### src/rtl/seg_scan_ctrl.sv
// Four-digit 7-segment scan controller: frame-aligned commit of a shadowed BCD word,
// leading-zero blanking and invalid-digit flagging.
module seg_scan_digit #(
  parameter logic [3:0] BLANK_CODE = 4'd10,
  parameter bit         LAST       = 1'b0
) (
  input  logic [3:0] nib_i,
  input  logic       lz_i,
  input  logic       blank_lz_i,
  output logic [3:0] code_o,
  output logic       lz_o,
  output logic       inv_o
);
  assign inv_o  = (nib_i > 4'd9);
  // lz_o: this digit and everything left of it is zero.
  assign lz_o   = lz_i & (nib_i == 4'd0);
  assign code_o = (inv_o || (blank_lz_i && lz_o && !LAST)) ? BLANK_CODE : nib_i;
endmodule

module seg_scan_ctrl #(
  parameter int         DIV        = 100000,
  parameter logic [3:0] BLANK_CODE = 4'd10
) (
  input  logic        clk,
  input  logic        rst_n,
  input  logic [15:0] value,
  input  logic        load,
  input  logic        blank_lz,
  output logic [1:0]  en,
  output logic [3:0]  bcd,
  output logic        frame_tick,
  output logic        pending,
  output logic        err
);
  localparam int CW = (DIV > 2) ? $clog2(DIV) : 1;
  localparam logic [CW-1:0] CNT_MAX = CW'(DIV - 1);

  logic [CW-1:0] cnt_q, cnt_d;
  logic [1:0]    en_q, en_d;
  logic [15:0]   disp_q, disp_d, shadow_q, shadow_d;
  logic          pending_q, pending_d;
  logic          tick_q;
  logic          digit_end, wrap;

  assign digit_end = (cnt_q == CNT_MAX);
  assign wrap      = digit_end && (en_q == 2'd3);

  always_comb begin
    cnt_d     = digit_end ? '0 : cnt_q + 1'b1;
    en_d      = digit_end ? en_q + 2'd1 : en_q;
    shadow_d  = load ? value : shadow_q;
    disp_d    = disp_q;
    pending_d = pending_q;
    if (load) pending_d = 1'b1;
    // A load on the wrap edge bypasses the shadow and lands in this frame.
    if (wrap) begin
      pending_d = 1'b0;
      if (load)           disp_d = value;
      else if (pending_q) disp_d = shadow_q;
    end
  end

  always_ff @(posedge clk or negedge rst_n) begin
    if (!rst_n) begin
      cnt_q     <= '0;
      en_q      <= 2'd0;
      disp_q    <= 16'hAAAA;
      shadow_q  <= 16'hAAAA;
      pending_q <= 1'b0;
      tick_q    <= 1'b0;
    end else begin
      cnt_q     <= cnt_d;
      en_q      <= en_d;
      disp_q    <= disp_d;
      shadow_q  <= shadow_d;
      pending_q <= pending_d;
      tick_q    <= wrap;
    end
  end

  logic [3:0][3:0] code;
  logic [4:0]      lz_chain;
  logic [3:0]      inv;

  assign lz_chain[0] = 1'b1;

  // Digit i is display position i (0 = leftmost = value[15:12]).
  for (genvar i = 0; i < 4; i++) begin : g_dig
    seg_scan_digit #(
      .BLANK_CODE (BLANK_CODE),
      .LAST       (i == 3)
    ) u_dig (
      .nib_i      (disp_q[15-4*i -: 4]),
      .lz_i       (lz_chain[i]),
      .blank_lz_i (blank_lz),
      .code_o     (code[i]),
      .lz_o       (lz_chain[i+1]),
      .inv_o      (inv[i])
    );
  end

  assign en         = en_q;
  assign bcd        = code[en_q];
  assign frame_tick = tick_q;
  assign pending    = pending_q;
  assign err        = |inv;
endmodule

### config.mk
export PLATFORM = sky130hd
export DESIGN_NAME = seg_scan_ctrl
export DESIGN_NICKNAME = d
export VERILOG_FILES = /design/src/rtl/seg_scan_ctrl.sv
export SDC_FILE = /design/constraint.sdc
export NUM_CORES = 1
export LEC_CHECK = 0
export BUFFER_PORTS_ARGS = -buffer_cell sky130_fd_sc_hd__buf_2
export CAP_MARGIN = 5
export CORE_ASPECT_RATIO = 1.2
export CORE_MARGIN = 2
export CORE_UTILIZATION = 62
export DETAILED_ROUTE_END_ITERATION = 7
export GPL_ROUTABILITY_DRIVEN = 1
export PLACE_DENSITY = 0.92
export SLEW_MARGIN = 0
export SYNTH_ARGS = -nofsm -noshare
export SYNTH_HDL_FRONTEND = slang
export SYNTH_SLANG_ARGS = --single-unit
### constraint.sdc
create_clock -name clk -period 5.3 [get_ports clk]
set_input_delay 0.265 -clock clk [delete_from_list [all_inputs] [get_ports clk]]
set_output_delay 0.265 -clock clk [all_outputs]
set_load 0.005 [all_outputs]
After elaboration in Yosys (flattened, before gate mapping):

Index checks and enable logic that the tools add are counted.

* add/sub/neg operators: 2
* order comparisons: 5
* equality and inequality tests: 2
* multiplexer cells: 11
* bitwise logic cells: 2
* reduce and logical (&&, ||, !) cells: 14

Operators with widths (count)
* $mux 16: 2
* $mux 4: 5
* $add 17x1->17 const B: 1
* $eq 17x17->1 const B: 1
* $mux 17: 1
* $gt 4x4->1 const B: 4
* $logic_not 4->1: 3
* $bmux 4 s2: 1
* $logic_and 1x1->1: 4
* $reduce_bool 2->1: 2
* $reduce_or 4->1: 1
* $logic_or 1x1->1: 3
* $lt 2x3->1 const B: 1
* $add 2x1->2 const B: 1
* $and 1x1->1: 2
* $eq 2x2->1 const B: 1
* $mux 1: 2
* $reduce_and 2->1: 1

* bits in registers: 53
* input port bits: 20
* output and inout bits: 9
* word-level logic and storage cells: 42

Logic depth before layout (Yosys ltp):

Gate-level depths: netlist (run 1).

* depth after elaboration: 8
* mapped depth: 6
* depth with buffers taken out: 5

By module:

A second synthesis (run 1) with hierarchy kept.

* cell total of the unflattened synthesis: 203
* area, all modules: 2642.5 sq um

By module, submodules not included
* seg_scan_ctrl: times used 1, cells each 166, area an instance 2351.0 sq um, sequential area each 1346.3 sq um
* seg_scan_digit (g_dig[0].u_dig ...): times used 3, cells each 10, area an instance 81.3 sq um, sequential area each 0.0 sq um
* seg_scan_digit (g_dig[3].u_dig): times used 1, cells each 7, area an instance 47.5 sq um, sequential area each 0.0 sq um

Worst setup path after synthesis (run 1):

No wires, ideal clock.

* path type: flip-flop to flip-flop
* from: reg cnt_q[0]
* to: reg disp_q[10]
* setup time: 0.125 ns
* arrival time: 1.873 ns
* data required time: 5.175 ns
* path slack: 3.301 ns
* stages on the path, launching flop included: 7
* buffers on the path: 1
* period minus slack after synthesis: 1.999 ns
* cells stage by stage: dfrtp_1 > ha_1 > and4_1 > nand4b_4 > nor3_4 > buf_12 > mux2_4

* word-level cells in the longest chain between the ends: 3

Ends and longest elaborated chain
* from (decl): RTL line 38 `logic [CW-1:0] cnt_q, cnt_d;`
* from (signal assigned): RTL line 72 `cnt_q <= cnt_d;`
* $eq 17x17->1: RTL line 45 `assign digit_end = (cnt_q == CNT_MAX);`
* $logic_and 1x1->1: RTL line 46 `assign wrap = digit_end && (en_q == 2'd3);`
* $reduce_and 2->1 (no source line)
* to (signal assigned): RTL line 74 `disp_q <= disp_d;`
* to (decl): RTL line 40 `logic [15:0] disp_q, disp_d, shadow_q, shadow_d;`

No other way between the ends.
A chain may end at the register's enable or synchronous reset.

Final worst setup path (run 1):

* from: reg disp_q[14]
* to: out bcd[3]

* word-level cells in the longest chain between the ends: 8
* elaborated cells on any way between the ends: 15
* those cells by class: order compare (1); mux (5); bitwise (2); reduce/logical (7)

Ends and longest elaborated chain
* $logic_not 4->1: RTL line 16 `assign lz_o = lz_i & (nib_i == 4'd0);`
* $and 1x1->1 (2 in series): RTL line 16
* $logic_and 1x1->1: RTL line 17 `assign code_o = (inv_o || (blank_lz_i && lz_o && !LAST)) ? BLANK_CODE : nib_i;`
* $logic_or 1x1->1: RTL line 17
* $mux 4: RTL line 17
* $bmux 4 s2 *: RTL line 103 `assign bcd = code[en_q];`
* $mux 4 (implied by the code) *: RTL line 103
* to (decl): RTL line 30 `output logic [3:0] bcd,`

Every way passes the cells marked *; elsewhere a longest branch is shown, timed or not. The select of a mux whose other input is x is not followed.

==> reports/metrics.yaml, run 1 <==
synthesis:
  syn_inst: 197
  synth.distinct_cells: 38
  ys.flop_type: "dfrtp_1"
  synth.most_common_cell: "dfrtp_1"
  async_reset_ff_share_pct: 100
  synth_largest_area_cell: "dfrtp_1"
  netlist.area_leader.share_pct: 37.1
  ys_top_cells_by_area: "dfrtp_1 (37%), dfstp_2 (17%), mux2_2 (10%)"
  synth_compound_area_share_pct: 4.97
  synth_edf_count: 0
  synthSimpleGateAreaFrac_pct: 15.7
  synth_xor_area_share_pct: 5.27
  yosysSeqAreaShare_pct: 54.0
  synthMuxAreaShare_pct: 16.8
  synth_common_cells: "dfrtp_1 (37), mux2_2 (23), dfstp_2 (16)"
  synth-seq-cells: 53
  syn-mean-instance-area_um2: 12.7
  ys_warn_count: 0
  synth_adder_area_share_pct: 1.00
  synth_area_mm2: 0.00249
  syn_nets: 219
  synth_top_family_by_area: "multiplexers"
cts:
  ctsResizeCount: 0
  cts_buffers: 5
  clk_path_buf_depth: 2
  postCtsSetupRepairBufs: 0
  clk_pin_slew_ns: 0.10
  clock_latency_ns: 0.31
  h-tree-depth: 2
  hold_buffers: 0
  cts_tree: "yes"
  root_buffer: "clkbuf_8"
  cts_sinks: 53
route:
  drtIter0Drc: 129
  final_antenna_net_count: 0
  drc_errors: 0
  vias: 1646
  drt_wl_total_um: 4580
  via_per_inst: 5.82
  drt_pass1_iterations: 4
  wl_per_cell_um: 16.2
placed_design:
  numPortBuffers: 28
  gp_congestion: 0.896
  post-dp-hpwl_um: 3240
power_and_ir_drop:
  powerDensity_mw_per_mm2: 261
  power_leakage_nw: 1.21
  finalPower_uw: 723
  irDropWorstVdd_mv: 0.146
finish:
  final_layout_size_suffix_gt1_share_pct: 40.6
  nets: 250
  antenna_cells: 0
  area_growth_pct: 11.0
global_route:
  grt_usage_pct: 21.9
  gr-total-overflow: 0
  antenna_found_initial: 0
  grt_start_max_net_pins: 54
  grt_pass1_wl_um: 7070
  grt_pass1_vias: 1592
floorplan:
  chipWidth_um: 61.9
  die_y_um: 73.5
  start_util_pct: 63.8
  die_area_mm2: 0.00455
  rows: 25
  io_pins: 29
  design.core.area_mm2: 0.00391
worst_hold_path:
  hp-class: "in -> async"
worst_setup_path:
  rr_endpoint: "disp_q[4]"
  critPathMaxFanout: 5
  cp-start-kind: "register"
  reg2regPathDepth: 5
  arrival_ns: 2.34
  worstSetupEndpointType: "primary output"
  crit_required_ns: 5.04
  r2r-start: "cnt_q[0]"
  path_class: "reg -> out"
  r2r_setup_slack_ns: 2.78
sta:
  max_clock_freq_ghz: 0.384
  fin_worst_skew_ns: 0.0103
  period_share_pct: 49.1
  worst_pin_slew_ns: 0.943
  fin_crit_ns: 2.60
  final.setup.tns_ns: 0
  grt_setup_unrepaired: "no"
  finalMaxSlewViolations: 0
  setup_viol: 0
  maxSlewHeadroom_pct: 37.0
  finalHoldViolCount: 0
run_status:
  outcome: "finished clean"
flow_run:
  maxCapViolCount: 0
[worst max path at each step]
stage	start	endpoint	slack, ns	cells after the start
6_report	disp_q[14]	bcd[3]	2.70	5
5_1_grt	disp_q[14]	bcd[1]	2.61	5
4_1_cts	disp_q[14]	bcd[1]	2.73	5
3_5_place_dp	cnt_q[0]	disp_q[4]	2.79	5
3_3_place_gp	cnt_q[0]	disp_q[4]	2.92	5
2_1_floorplan	cnt_q[0]	disp_q[10]	3.30	6
[layer usage]
layer / track usage [%] / wire, um / up-vias
li1: - / - / 773
met1: 25.6 / 1880 / 819
met2: 36.7 / 2430 / 43
met3: 5.81 / 144 / 11
met4: 9.69 / 130 / 0
met5: 0 / 0 / -
[critical path, cell delays in order, from the launching register on]
cell and delay (ns):
dfrtp_1 0.43, or4b_2 0.73, nor3_2 0.38, o31ai_1 0.16, o22ai_1 0.19, buf_2 0.14
[cell type report]
| cell class | instances | area, um2 |
|---|---|---|
| well taps | 54 | 67.6 |
| repair buffers | 29 | 148 |
| inverters | 6 | 22.5 |
| multi-input cells | 133 | 1090 |
| fillers | 270 | 1140 |
| clock inverters | 3 | 25.0 |
| clock buffers | 5 | 68.8 |
| flip-flops and latches | 53 | 1350 |
[layout by cell type (no fill, tap or decap), types with 2 or more instances in the layout]
master	synthesis	routed
xor2_1	4	4
nor4_1	4	4
a311oi_1	2	2
ha_1	2	2
clkbuf_8	0	5
dfrtp_1	37	37
and3_1	2	2
o22ai_1	2	2
buf_2	0	28
nand4_1	6	6
nor4b_4	2	2
o21ai_0	7	7
a211oi_1	3	3
mux2_4	10	10
dfstp_2	16	16
nand2_1	11	11
mux2_2	23	23
xnor2_1	11	11
inv_1	6	6
nor2_1	15	15
nand3_1	7	7
nor3_1	7	7
[stage by stage]
| stage | cell area (um2) | std cells | setup WS (ns) | util, % | hold slack, ns |
|---|---|---|---|---|---|
| floorplan | 2490 | 197 | 3.30 | - | -0.0306 |
| global placement | 2670 | 275 | 2.92 | 68.4 | 0.399 |
| detailed placement | 2670 | 275 | 2.79 | 68.4 | 0.410 |
| CTS | 2770 | 283 | 2.73 | 70.8 | 0.0743 |
| global route | 2770 | 283 | 2.61 | 70.8 | 0.115 |
| finish | 2770 | 283 | 2.70 | 70.8 | 0.0469 |
[sequential cells by signal, summed over array words and instances, names as in the netlist]
| name | cells |
|---|---|
| cnt_q | 17 |
| frame_tick | 1 |
| pending | 1 |
| disp_q | 16 |
| en | 2 |
| shadow_q | 16 |
[power breakdown]
group	total (mW)	switching (mW)	internal, mW
Combinational	0.0566	0.0280	0.0286
Sequential	0.435	0.00806	0.427
Clock	0.231	0.136	0.0955
Total	0.723	0.172	0.551
[kinds of logic after synthesis]
logic type,Yosys count
AO/OA/AOI/OAI,19
AND/OR/NAND/NOR,63
XOR/XNOR,15
flip-flops,53
multiplexers,34
buffers and inverters,11
adder cells (fa/ha/maj),2
Note: power is estimated with default switching activity, not from simulation.
==> inputs of run 2 (changes only) <==
--- a/config.mk
+++ b/config.mk
@@ -9,10 +9,10 @@
 export CAP_MARGIN = 5
 export CORE_ASPECT_RATIO = 1.2
 export CORE_MARGIN = 2
-export CORE_UTILIZATION = 62
+export CORE_UTILIZATION = 57
 export DETAILED_ROUTE_END_ITERATION = 7
 export GPL_ROUTABILITY_DRIVEN = 1
-export PLACE_DENSITY = 0.92
+export PLACE_DENSITY = 0.86
 export SLEW_MARGIN = 0
 export SYNTH_ARGS = -nofsm -noshare
 export SYNTH_HDL_FRONTEND = slang
==> constraint.sdc (replaced) <==
create_clock -name clk -period 2.65 [get_ports clk]
set_input_delay 0.1325 -clock clk [delete_from_list [all_inputs] [get_ports clk]]
set_output_delay 0.1325 -clock clk [all_outputs]
set_load 0.005 [all_outputs]
==> reports/metrics.yaml, run 2 (synthesis results as in run 1) <==
sta:
  grt_setup_unrepaired: "no"
  maxSlewHeadroom_pct: 58.9
  fin_worst_skew_ns: 0.0139
  final.setup.tns_ns: 0
  setup_viol: 0
  fin_crit_ns: 2.41
  finalHoldViolCount: 0
  setup_ws_ns: 0.240
  max_clock_freq_ghz: 0.415
  worst_pin_slew_ns: 0.617
  finalMaxSlewViolations: 0
  period_share_pct: 90.9
placed_design:
  dp.cells: 280
  dpl_cell_area_mm2: 0.00270
  numPortBuffers: 28
  pre_cts_ws_ns: 0.611
  post-dp-hpwl_um: 3140
  gp_congestion: 0.853
cts:
  hold_buffers: 1
  cts_tree: "yes"
  postCtsSetupRepairBufs: 0
  clock_latency_ns: 0.31
  clk_path_buf_depth: 2
  cts_sinks: 53
  clk_pin_slew_ns: 0.10
  h-tree-depth: 2
  root_buffer: "clkbuf_8"
  cts_buffers: 5
  ctsResizeCount: 0
worst_setup_path:
  worstSetupEndpointType: "primary output"
  max_stage_delay_ns: 0.76
  crit_path_cell_trace: "or4b_2 -> nor3_2 -> a211oi_1 -> o22ai_1 -> buf_2"
  critPathMaxFanout: 5
  crit_start: "disp_q[14]"
  path_buf_inv: 1
  path_class: "reg -> out"
  critical_path.top_delay_family: "simple AND/OR/NAND/NOR gates"
  cp-start-kind: "register"
  crit_required_ns: 2.52
  r2r-start: "cnt_q[0]"
  slowest_stage: "or4b_2"
  arrival_ns: 2.28
floorplan:
  design.core.area_mm2: 0.00423
  start_util_pct: 59.0
  chipWidth_um: 64.4
  io_pins: 29
  die_y_um: 76.5
  rows: 26
  die_area_mm2: 0.00492
route:
  drc_errors: 0
  drtIter0Drc: 150
  vias: 1686
  drt_pass1_iterations: 4
  wl_per_cell_um: 15.3
  via_per_inst: 5.83
  final_antenna_net_count: 0
  drt_wl_total_um: 4410
power_and_ir_drop:
  finalPower_mw: 1.45
  swShare_pct: 23.6
  p_seq_share_pct: 60.2
  combinationalPowerShare_pct: 7.7
  powerDensity_mw_per_mm2: 516
  p_int_mw: 1.10
  switchingPower_uw: 342
  clockPowerShare_pct: 32.0
  irDropWorstVdd_mv: 0.243
  power_leakage_nw: 1.23
global_route:
  antenna_found_initial: 0
  grt_usage_pct: 19.6
  gr-total-overflow: 0
  grt_start_max_net_pins: 54
  grt_pass1_wl_um: 7510
  grt_pass1_vias: 1625
finish:
  antenna_cells: 0
  area_growth_pct: 12.4
  nets: 254
  top_register: "cnt_q"
  reg.largest.list: "cnt_q x17, disp_q x16, shadow_q x16"
  finalNonFillerCells: 289
  largest_reg_flops: 17
  final_area_mm2: 0.00280
  final_layout_size_suffix_gt1_share_pct: 41.2
  most-common-layout-cells: "dfrtp_1 (37), buf_2 (28), mux2_2 (23), dfstp_2 (16), nor2_1 (15)"
  final_common_cell: "dfrtp_1"
flow_run:
  maxCapViolCount: 0
worst_hold_path:
  hp-class: "in -> reg"
  hp-start: "value[0]"
run_status:
  outcome: "finished clean"
==> run 2: cell types whose count changed in the layout (fill, tap and decap cells not counted) <==
cell,before,now
buf_4,1,4
dlygate4sd3_1,0,1
==> run 2: metrics by stage <==
stage                     hold slack (ns)  utilization, %
after floorplan                    -0.163               -
after global placement              0.269            63.8
after detailed placement            0.277            63.8
after CTS                          0.0654            66.3
after global routing               0.0630            66.3
final                              0.0710            66.3
==> run 2: worst paths after layout <==
kind / to / slack (ns) / cells past startpoint
setup / recovery: bcd[3] / 0.24 / 5
hold / removal: shadow_q[0] / 0.07 / 2
setup reg to reg: disp_q[2] / 0.59 / 6
hold reg to reg: shadow_q[2] / 0.50 / 1
max in group asynchronous: cnt_q[3] / 1.78 / 3
min in group asynchronous: shadow_q[6] / 0.46 / 3
==> run 2: layout make-up <==
type                       count  area (um2)
fill                         289        1430
sequential                    53        1350
multi-input combinational    133        1090
timing repair buffer          33         180
tap                           56        70.1
clock buffer                   5        68.8
clock inverter                 3        25.0
inverter                       6        22.5
==> run 2: power groups by stage <==
stage,Clock [mW],Combinational [mW],Sequential (mW)
after CTS,0.477,0.114,0.871
final,0.463,0.112,0.871
after global placement,0,0.108,0.883
after floorplan,0,0.0658,0.880
after global routing,0.510,0.124,0.875
after detailed placement,0,0.112,0.886
==> run 2: per-layer routing <==
layer	wire [um]	share of wire, %	track usage, %
met5	0	0	0
met3	237	5.4	3.55
met1	1840	42	24.4
met2	2230	51	33.5
met4	98	2.2	7.87
==> inputs of run 3 (changes only) <==
--- a/config.mk
+++ b/config.mk
@@ -9,11 +9,12 @@
 export CAP_MARGIN = 5
 export CORE_ASPECT_RATIO = 1.2
 export CORE_MARGIN = 2
-export CORE_UTILIZATION = 57
+export CORE_UTILIZATION = 58
 export DETAILED_ROUTE_END_ITERATION = 7
 export GPL_ROUTABILITY_DRIVEN = 1
-export PLACE_DENSITY = 0.86
+export PLACE_DENSITY = 0.87
 export SLEW_MARGIN = 0
 export SYNTH_ARGS = -nofsm -noshare
 export SYNTH_HDL_FRONTEND = slang
+export SYNTH_HIERARCHICAL = 1
 export SYNTH_SLANG_ARGS = --single-unit
==> reports/metrics.yaml, run 3 <==
run_status:
  outcome: "finished clean"
power_and_ir_drop:
  power_leakage_nw: 1.38
  p_int_mw: 1.07
  powerDensity_mw_per_mm2: 477
  p_seq_share_pct: 60.8
  combinationalPowerShare_pct: 6.3
  finalPower_mw: 1.39
  clockPowerShare_pct: 32.9
  swShare_pct: 23.0
  irDropWorstVdd_mv: 0.286
  switchingPower_uw: 321
route:
  wl_per_cell_um: 16.1
  via_per_inst: 5.73
  drc_errors: 0
  drt_wl_total_um: 4650
  final_antenna_net_count: 0
  drtIter0Drc: 120
  vias: 1651
  drt_pass1_iterations: 4
sta:
  fin_worst_skew_ns: 0.0110
  setup_viol: 0
  finalHoldViolCount: 0
  final.setup.tns_ns: 0
  finalMaxSlewViolations: 0
  fin_crit_ns: 2.49
  maxSlewHeadroom_pct: 60.1
  grt_setup_unrepaired: "no"
  period_share_pct: 94.0
  max_clock_freq_ghz: 0.401
  setup_ws_ns: 0.158
  worst_pin_slew_ns: 0.599
floorplan:
  io_pins: 29
  die_y_um: 77.7
  start_util_pct: 61.1
  design.core.area_mm2: 0.00429
  rows: 26
  die_area_mm2: 0.00508
  chipWidth_um: 65.4
synthesis:
  syn-mean-instance-area_um2: 13.1
  syn_inst: 200
  synth_area_mm2: 0.00262
  ys_warn_count: 6
  syn_nets: 222
worst_setup_path:
  arrival_ns: 2.36
  worstSetupEndpointType: "primary output"
  path_class: "reg -> out"
  critPathMaxFanout: 3
  crit_required_ns: 2.52
  cp-start-kind: "register"
cts:
  postCtsSetupRepairBufs: 0
  cts_sinks: 53
  cts_tree: "yes"
  root_buffer: "clkbuf_8"
  cts_buffers: 5
  clk_pin_slew_ns: 0.10
  clk_path_buf_depth: 2
  h-tree-depth: 2
  clock_latency_ns: 0.31
flow_run:
  maxCapViolCount: 0
finish:
  largest_reg_flops: 17
  final_util_pct: 68.0
  nets: 253
  final_area_mm2: 0.00292
  final_layout_size_suffix_gt1_share_pct: 47.0
  antenna_cells: 0
  reg.largest.list: "cnt_q x17, disp_q x16, shadow_q x16"
  top_register: "cnt_q"
  most-common-layout-cells: "dfrtp_1 (37), buf_2 (28), mux2_2 (23), dfstp_2 (16), nor2_1 (14)"
  final_common_cell: "dfrtp_1"
  area_growth_pct: 11.3
placed_design:
  numPortBuffers: 28
  post-dp-hpwl_um: 3360
  pre_cts_ws_ns: 0.442
  dpl_cell_area_mm2: 0.00281
  gp_congestion: 0.868
global_route:
  grt_pass1_vias: 1662
  grt_start_max_net_pins: 29
  grt_pass1_wl_um: 7860
  gr-total-overflow: 0
  grt_usage_pct: 20.7
  antenna_found_initial: 0
worst_hold_path:
  hp-class: "in -> reg"
-- run 3: stage by stage --
step                      hold slack (ns)  std cells
after floorplan                    -0.163        200
after global placement              0.163        279
after detailed placement            0.175        279
after CTS                          0.0584        288
after global routing               0.0506        288
final                              0.0649        288
-- run 3: layout make-up --
class	instances	area (um2)
Multi-Input combinational cell	132	1220
Fill cell	327	1370
Clock inverter	3	21.3
Inverter	8	30.0
Timing Repair Buffer	31	165
Tap cell	56	70.1
Clock buffer	5	68.8
Sequential cell	53	1350
-- run 3: critical path: stages, from the launching register on --
cell and delay [ns]:
dfrtp_1 0.42, nand2b_1 0.23, nor4_2 0.21, nand2b_1 0.16, nor4_1 0.21, nand2b_1 0.14, o41ai_2 0.27, mux4_2 0.31
buf_2 0.11
-- run 3: worst paths after layout --
check	from	endpoint	slack, ns	depth (start not counted)
worst min-delay path	value[11]	shadow_q[11]	0.06	2
min in group asynchronous	rst_n	disp_q[4]	0.35	2
worst min register to register	shadow_q[10]	shadow_q[10]	0.51	1
max in group asynchronous	rst_n	disp_q[1]	1.48	3
worst max register to register	cnt_q[6]	disp_q[0]	0.44	4
worst max-delay path	disp_q[12]	bcd[1]	0.16	8
-- run 3: metal layers --
layer  vias to the layer above  GRT usage (%)  part of all wire (%)
met4                         0           9.17                   2.2
met3                         8           4.35                   3.3
met5                         -              0                     0
met1                       832           26.9                    45
li1                        771              -                     -
met2                        40           33.5                    50
-- run 3: power groups by stage --
stage               combinational (mW)  sequential [mW]  clock (mW)
detailed placement              0.0882            0.863           0
floorplan                       0.0476            0.860           0
global placement                0.0841            0.861           0
global route                    0.0984            0.849       0.505
finish                          0.0879            0.847       0.457
CTS                             0.0896            0.847       0.472
-- run 3: what timing repair did --
item	4_1_cts	5_1_grt
hold buffers	1	0
resized for setup	0	1
hold endpoints to repair	15	0
endpoints found under the setup margin	0	1
